<file path="src/rtl/hazard_pkg.sv">
// hazard_pkg: shared state encoding, defaults and load-use detection for the stall controller.
package hazard_pkg;

    typedef enum logic {
        RUN     = 1'b0,
        MD_WAIT = 1'b1
    } state_t;

    localparam int          MD_LATENCY_DEF = 32;
    localparam logic [31:0] NOP_INSTR      = 32'h0000_0000;
    localparam logic        CTRL_BUBBLE    = 1'b1;

    // $zero never carries a real dependency, so a load to r0 cannot cause a hazard.
    function automatic logic load_use(
        input logic       mem_read,
        input logic [4:0] ex_rt,
        input logic [4:0] id_rs,
        input logic [4:0] id_rt,
        input logic       uses_rt
    );
        return mem_read && ex_rt != 5'd0 && (ex_rt == id_rs || (uses_rt && ex_rt == id_rt));
    endfunction

endpackage

</file>
<file path="src/rtl/sat_counter.sv">
// sat_counter: W-bit up-counter that sticks at all-ones instead of wrapping.
module sat_counter #(
    parameter int W = 16
) (
    input  logic         clk,
    input  logic         rst,
    input  logic         inc,
    output logic [W-1:0] q
);

    always_ff @(posedge clk or posedge rst) begin
        if (rst)
            q <= '0;
        else if (inc && q != {W{1'b1}})
            q <= q + W'(1);
    end

endmodule

</file>
<file path="src/rtl/hazard_stall_ctrl.sv">
// hazard_stall_ctrl: load-use stall, branch flush and fixed-latency mul/div freeze sequencing,
// with a saturating count of front-end stall cycles.
module hazard_stall_ctrl
    import hazard_pkg::*;
#(
    parameter int MD_LATENCY = MD_LATENCY_DEF,
    parameter int CNT_W      = 6,
    parameter int STAT_W     = 16
) (
    input  logic              clk,
    input  logic              rst,
    input  logic              ID_EX_MemRead,
    input  logic [4:0]        ID_EX_Rt,
    input  logic [4:0]        IF_ID_Rs,
    input  logic [4:0]        IF_ID_Rt,
    input  logic              IF_ID_UsesRt,
    input  logic              branch_taken,
    input  logic              md_start,
    output logic              PC_Write,
    output logic              IF_ID_Write,
    output logic              ID_EX_Write,
    output logic              ID_EX_Bubble,
    output logic              EX_MEM_Bubble,
    output logic              IF_ID_Flush,
    output logic              md_busy,
    output logic              md_done,
    output logic [STAT_W-1:0] stall_cycles
);

    localparam logic [CNT_W-1:0] MD_INIT = CNT_W'(MD_LATENCY - 1);

    state_t           r_state;
    state_t           w_next_state;
    logic [CNT_W-1:0] r_md_cnt;
    logic [CNT_W-1:0] w_next_cnt;
    logic             w_lu;
    logic             w_last;
    logic             w_run;
    logic             w_wait;
    logic             w_flush;
    logic             w_stall;

    assign w_lu   = load_use(ID_EX_MemRead, ID_EX_Rt, IF_ID_Rs, IF_ID_Rt, IF_ID_UsesRt);
    assign w_last = r_state == MD_WAIT && r_md_cnt == CNT_W'(1);

    always_ff @(posedge clk or posedge rst) begin
        if (rst) begin
            r_state  <= RUN;
            r_md_cnt <= '0;
        end else begin
            r_state  <= w_next_state;
            r_md_cnt <= w_next_cnt;
        end
    end

    always_comb begin
        w_next_state = r_state;
        w_next_cnt   = r_md_cnt;
        if (r_state == MD_WAIT) begin
            w_next_cnt   = r_md_cnt - CNT_W'(1);
            w_next_state = w_last ? RUN : MD_WAIT;
        end else if (md_start) begin
            w_next_state = MD_WAIT;
            w_next_cnt   = MD_INIT;
        end
    end

    // Branch wins over load-use: the dependent ID instruction is being flushed anyway.
    always_comb begin
        w_run         = !rst && r_state == RUN;
        w_wait        = !rst && r_state == MD_WAIT;
        w_flush       = w_run && branch_taken;
        w_stall       = w_run && w_lu && !branch_taken;
        PC_Write      = w_run && !w_stall;
        IF_ID_Write   = w_run && !w_stall;
        ID_EX_Write   = w_run;
        ID_EX_Bubble  = rst || w_flush || w_stall ? CTRL_BUBBLE : 1'b0;
        EX_MEM_Bubble = rst || (w_wait && !w_last) ? CTRL_BUBBLE : 1'b0;
        IF_ID_Flush   = w_flush;
        md_busy       = w_wait;
        md_done       = w_wait && w_last;
    end

    sat_counter #(.W(STAT_W)) u_stall_cnt (
        .clk (clk),
        .rst (rst),
        .inc (!PC_Write),
        .q   (stall_cycles)
    );

endmodule

</file>
<file path="config.mk">
export PLATFORM = sky130hd
export DESIGN_NAME = hazard_stall_ctrl
export DESIGN_NICKNAME = d
export VERILOG_FILES = /design/src/rtl/hazard_pkg.sv /design/src/rtl/sat_counter.sv /design/src/rtl/hazard_stall_ctrl.sv
export SDC_FILE = /design/constraint.sdc
export NUM_CORES = 1
export LEC_CHECK = 0
export BUFFER_PORTS_ARGS = -buffer_cell sky130_fd_sc_hd__buf_2
export CAP_MARGIN = 20
export CORE_ASPECT_RATIO = 0.7
export CORE_UTILIZATION = 35
export DETAILED_ROUTE_END_ITERATION = 12
export PLACE_DENSITY_LB_ADDON = 0.15
export SYNTH_ARGS = -nofsm -noshare
export SYNTH_HDL_FRONTEND = slang
export SYNTH_SLANG_ARGS = --single-unit
</file>
<file path="constraint.sdc">
create_clock -name clk -period 3.4 [get_ports clk]
set_input_delay 0.34 -clock clk [delete_from_list [all_inputs] [get_ports clk]]
set_output_delay 0.34 -clock clk [all_outputs]
set_load 0.05 [all_outputs]
</file>
# [After elaboration in Yosys (flattened, before gate mapping)]
# Index checks and enable logic that the tools add are counted.
[totals] reg_bits=23 in_bits=21 output_inout_bits=24 word_cells=41
[op_classes] addsub=2 n_eq_ne=4 n_mux=7 bitwise_logic=1 reduce_logical=24
[op_table] op="adder 16 x 1 -> 16 bit, second input constant" n=1
[op_table] op="!= test 16 bit, second input constant" n=1
[op_table] op="logical AND 1 bit" n=13
[op_table] op="2-to-1 mux 6 bit" n=2
[op_table] op="equality test 5 bit" n=2
[op_table] op="equality test 6 x 1 -> 1 bit, second input constant" n=1
[op_table] op="subtractor 6 x 1 -> 6 bit, second input constant" n=1
[op_table] op="zero test 1 bit" n=5
[op_table] op="2-to-1 mux 1 bit" n=5
[op_table] op="nonzero test 5 bit" n=1
[op_table] op="logical OR 1 bit" n=4
[op_table] op="nonzero test 2 bit" n=1
[op_table] op="NOT 1 bit" n=1

# [Longest topological paths before layout]
[depth] depth_word=10 mapped_depth=9 mapped_depth_nobuf=8

# [By module]
# From an unflattened synthesis, not the netlist that was laid out.
[hier_totals] cells_unflattened=137 hier_area_um2=1352.5
[modules_own_cells] module="sat_counter" n_inst=1 cells_per_inst=71 area_each_um2=805.8 seq_area_each_um2=400.4
[modules_own_cells] module="hazard_stall_ctrl" n_inst=1 cells_per_inst=66 area_each_um2=546.8 seq_area_each_um2=175.2

# [Worst setup path before layout]
# Ideal clock, no wire load.
[synth_timing] path_type="input to output" from="input port rst" to="output port ID_EX_Bubble" arrival_ps=2359 required_ps=3060 path_slack_ps=701 stages=5 n_path_buf=0 path_cell_list="inv_1 > nand2_1 > inv_2 > o2111ai_2 > o221ai_1"
[synth_via] elab_chain_len=6 elab_cells_between_ends=8 classes_between="mux: 1; reduce/logical: 7"
[synth_rtl] element="from (decl)" line_no="hazard_stall_ctrl.sv:11" source="input logic rst,"
[synth_rtl] element="zero test 1 bit (no line) *"
[synth_rtl] element="logical AND 1 bit *" line_no="hazard_stall_ctrl.sv:70" source="w_run = !rst && r_state == RUN;"
[synth_rtl] element="via ID_EX_Write" line_no="hazard_stall_ctrl.sv:21" source="output logic ID_EX_Write,"
[synth_rtl] element="logical AND 1 bit, on equally long branches" line_no="hazard_stall_ctrl.sv:72, hazard_stall_ctrl.sv:73"
[synth_rtl] element="logical OR 1 bit or logical AND 1 bit (tied branches)" line_no="hazard_stall_ctrl.sv:77, hazard_stall_ctrl.sv:73"
[synth_rtl] element="logical OR 1 bit *" line_no="hazard_stall_ctrl.sv:77" source="ID_EX_Bubble = rst || w_flush || w_stall ? CTRL_BUBBLE : 1'b0;"
[synth_rtl] element="2-to-1 mux 1 bit *" line_no="hazard_stall_ctrl.sv:77"
[synth_rtl] element="to (decl)" line_no="hazard_stall_ctrl.sv:22" source="output logic ID_EX_Bubble,"
# The timed path passes the listed nets; every way through them passes the cells marked *.

# [Worst setup path in the final report]
[layout_timing] from="register r_state" to="output port IF_ID_Write"
[layout_via] elab_chain_len=6
[layout_rtl] element="from (decl)" line_no="hazard_stall_ctrl.sv:32" source="state_t r_state;"
[layout_rtl] element="from (signal assigned)" line_no="hazard_stall_ctrl.sv:51" source="r_state <= w_next_state;"
[layout_rtl] element="NOT 1 bit *" line_no="hazard_stall_ctrl.sv:70"
[layout_rtl] element="logical AND 1 bit *" line_no="hazard_stall_ctrl.sv:70"
[layout_rtl] element="logical AND 1 bit (2 in a row)" line_no="hazard_stall_ctrl.sv:73" source="w_stall = w_run && w_lu && !branch_taken;"
[layout_rtl] element="zero test 1 bit" line_no="hazard_stall_ctrl.sv:75" source="IF_ID_Write = w_run && !w_stall;"
[layout_rtl] element="logical AND 1 bit *" line_no="hazard_stall_ctrl.sv:75"
[layout_rtl] element="to (decl)" line_no="hazard_stall_ctrl.sv:20" source="output logic IF_ID_Write,"
# Mark *: on every way between the ends. The rest lies on a longest branch, timed or not.

==> flow_metrics.tcl <==
set metrics [dict create \
    critical_path.startpoint_type "flop" \
    power_leakage_nw 0.793 \
    synthesis.instances 141 \
    wl_per_cell_um 12.3 \
    clk_pin_slew_worst_paths_ns 0.08 \
    worst_slew_pin_slew_ns 0.454 \
    worstReg2RegEnd "u_stall_cnt.q[11]" \
    synth-edff-count 0 \
    endpoint_kind "primary output" \
    maxSlewViolCount 0 \
    synth_nets 165 \
    wirelength_um 2910 \
    final_antenna_net_count 0 \
    dp_hpwl_um 2280 \
    post_drt_via_cell_ratio 4.73 \
    cp_data_required_time_ns 3.06 \
    portBuffers 44 \
    yosys.cell_count.top_type "sky130_fd_sc_hd__dfrtp_1" \
    antenna_found_initial 0 \
    syn_avg_cell_area_um2 9.40 \
    layout.filler_cells 350 \
    yosys_register_bits 23 \
    clock_path_buffers 2 \
    grt-ovfl-total 0 \
    crit_path_top_delay_cell "sky130_fd_sc_hd__dfrtp_1" \
    ctsResizeCount 0 \
    worstPathMaxFanout 12 \
    antenna_cells 0 \
    gr-usage-all-layers 0.156 \
    seq_area_frac_synth 0.434 \
    async_reset_ff_frac 1.00 \
    timing.critical_path.buf_inv 4 \
    vdd.ir_drop.worst_mv 0.558 \
    cts_htree_levels 1 \
    crit_path_start "r_state" \
    gr-usage-met1 0.220 \
    placementRows 18 \
    chipHeight_um 53.5 \
    cts-buffers-inserted 3 \
    nNetsFinal 212 \
    synth_area_um2 1330 \
    power_per_cell_area_nw_per_um2 837 \
    use_met2 0.235 \
    cp_cell_sequence "inv_2, nand2_1, inv_2, o2111ai_2, o21ai_1, inv_1, buf_2" \
    ys_warn_count 0 \
    tritoncts_num_sinks 23 \
    cp-endpoint "IF_ID_Write" \
    die_x_um 75.5 \
    rr_worst_depth 8 \
    final_layout_size_suffix_gt1_frac 0.294 \
    maxSlewHeadroom 0.695 \
    critical_path.reg2reg.startpoint "r_state" \
    global_route.usage.met3 0.0476 \
    most_heavily_used_metal_layer_in_global_routing "met2" \
    post-cts-setup-buffers 0 \
    worst_skew_pair.late_latency_ns 0.27 \
    areaGrowthSynthToFinish_pct 23.7 \
    worstSetupPathDepth 7 \
    outcome "complete, no violations" \
    max_stage_delay_ns 0.53 \
    drt_first_pass_iters 4 \
    grt_pass1_vias 971 \
    tritoncts "built" \
    fin_setup_tns_ns 0 \
    synthTopCellsByCount "sky130_fd_sc_hd__dfrtp_1, sky130_fd_sc_hd__nor2_1, sky130_fd_sc_hd__xor2_1, sky130_fd_sc_hd__nand2_1" \
    post_synth_num_cell_types 35 \
    clock_skew_ns 0.00684 \
    ios 45 \
    worst_ep_arrival_time_ns 1.92 \
    grt_pass1_wl_um 4600 \
    netlist.top_cell.by_area "sky130_fd_sc_hd__dfrtp_1" \
    gp_congestion 0.812 \
    setup.worst_path.class "flop to primary output" \
    rsz0062_at_grt "no" \
    dp_worst_setup_slack_ns 1.18 \
    synth_top_flop_cell "sky130_fd_sc_hd__dfrtp_1" \
    cp_common_cell "sky130_fd_sc_hd__inv_2" \
    floorplan.core_area_um2 3580 \
    drc 0 \
    critical-path-top-delay-family "buffers and inverters" \
    final_period_minus_worst_setup_slack_ns 2.26 \
    num_vias 1120 \
    max_freq_mhz 442 \
    library_cell_used_as_clock_root_buffer "sky130_fd_sc_hd__clkbuf_8" \
    drtIter0Drc 41 \
    setup_viol 0 \
    drv_cap 0 \
    hold_class "input pin to asynchronous set/reset pin" \
    maximum_number_of_pins_on_one_net_before_global_route_repair 27 \
    hold_buffers 0 \
    setup.reg_to_reg.worst_slack_ns 1.37 \
    layout_setup_ws_ns 1.14 \
    area_of_the_die_um2 4040 \
    portion_of_the_clock_cycle_consumed_by_the_worst_path_in_the_final_layout 0.666 \
    start_util 0.370 \
    post_synth_main_area_contributors "sky130_fd_sc_hd__dfrtp_1, sky130_fd_sc_hd__xor2_1, sky130_fd_sc_hd__nor2_1" \
    yosys.area.top_type_share 0.434 \
    hold_viol 0 \
]
==> sequential cells by signal, summed over array words and instances, names as in the netlist <==
register,cells
u_stall_cnt.q,16
r_md_cnt,6
r_state,1
==> layout by cell type (no fill, tap or decap), drive strengths merged, types with 3 or more instances in the layout <==
master | netlist | routed
clkbuf | 1 | 3
ha | 3 | 3
and3 | 4 | 4
nor2 | 19 | 19
nand3 | 7 | 7
dfrtp | 23 | 23
nor3 | 7 | 7
xnor2 | 5 | 5
buf | 2 | 45
xor2 | 19 | 19
nand4 | 3 | 3
nand2 | 13 | 13
a21oi | 5 | 5
inv | 9 | 9
==> power breakdown <==
part	internal [mW]	total [mW]	switching, mW
clock	0.0818	0.168	0.0860
combinational	0.209	0.685	0.477
sequential	0.388	0.519	0.131
==> cells by family after synthesis <==
kind of cell,after synthesis,synth area share
adders and majority gates,3,0.0283
AOI/OAI and AO/OA,14,0.0765
muxes,4,0.0321
and+or+nand+nor,61,0.228
buffers and inverters,12,0.0425
xor gates and xnor gates,24,0.159
DFF,23,0.434
==> worst register-to-register path: stages, from the launching register on <==
cell,delay [ns]
sky130_fd_sc_hd__dfrtp_1,0.53
sky130_fd_sc_hd__inv_2,0.18
sky130_fd_sc_hd__nand2_1,0.11
sky130_fd_sc_hd__inv_2,0.11
sky130_fd_sc_hd__o2111ai_2,0.13
sky130_fd_sc_hd__a32oi_1,0.26
sky130_fd_sc_hd__nand2_2,0.22
sky130_fd_sc_hd__nor3_1,0.26
sky130_fd_sc_hd__xor2_1,0.16
==> worst min-delay path by stage <==
stage	slack [ns]	from	cells after the start	endpoint
after global routing	0.17	rst	3	r_state
after CTS	0.14	rst	3	r_md_cnt[5]
final	0.13	rst	3	r_md_cnt[5]
after global placement	0.42	rst	3	r_state
after floorplan	0.37	rst	1	r_md_cnt[0]
after detailed placement	0.43	rst	3	r_md_cnt[5]
==> routing by layer <==
layer | share of wire | vias to the layer above | wire, um
met5 | 0 | - | 0
met4 | 0.0048 | 0 | 14
met3 | 0.070 | 2 | 204
met2 | 0.41 | 36 | 1190
met1 | 0.52 | 511 | 1500
li1 | - | 571 | -
==> stage by stage <==
stage | hold WS, ns | area, um2 | util | power [mW] | std cells
CTS | 0.139 | 1640 | 0.458 | 1.38 | 237
detailed placement | 0.432 | 1590 | 0.445 | 1.21 | 233
floorplan | 0.367 | 1330 | - | 1.04 | 141
global route | 0.169 | 1640 | 0.458 | 1.47 | 237
global placement | 0.418 | 1590 | 0.445 | 1.20 | 233
finish | 0.131 | 1640 | 0.458 | 1.37 | 237
==> area by class of cell <==
type | instances | area, um2 | share of cell area
inverters | 9 | 33.8 | 0.0206
well taps | 50 | 62.6 | 0.0382
clock inverters | 1 | 5.00 | 0.00305
clock buffers | 3 | 41.3 | 0.0252
multi-input cells | 106 | 693 | 0.423
flip-flops and latches | 23 | 576 | 0.351
repair buffers | 45 | 228 | 0.139
(Power assumes the default switching activity.)
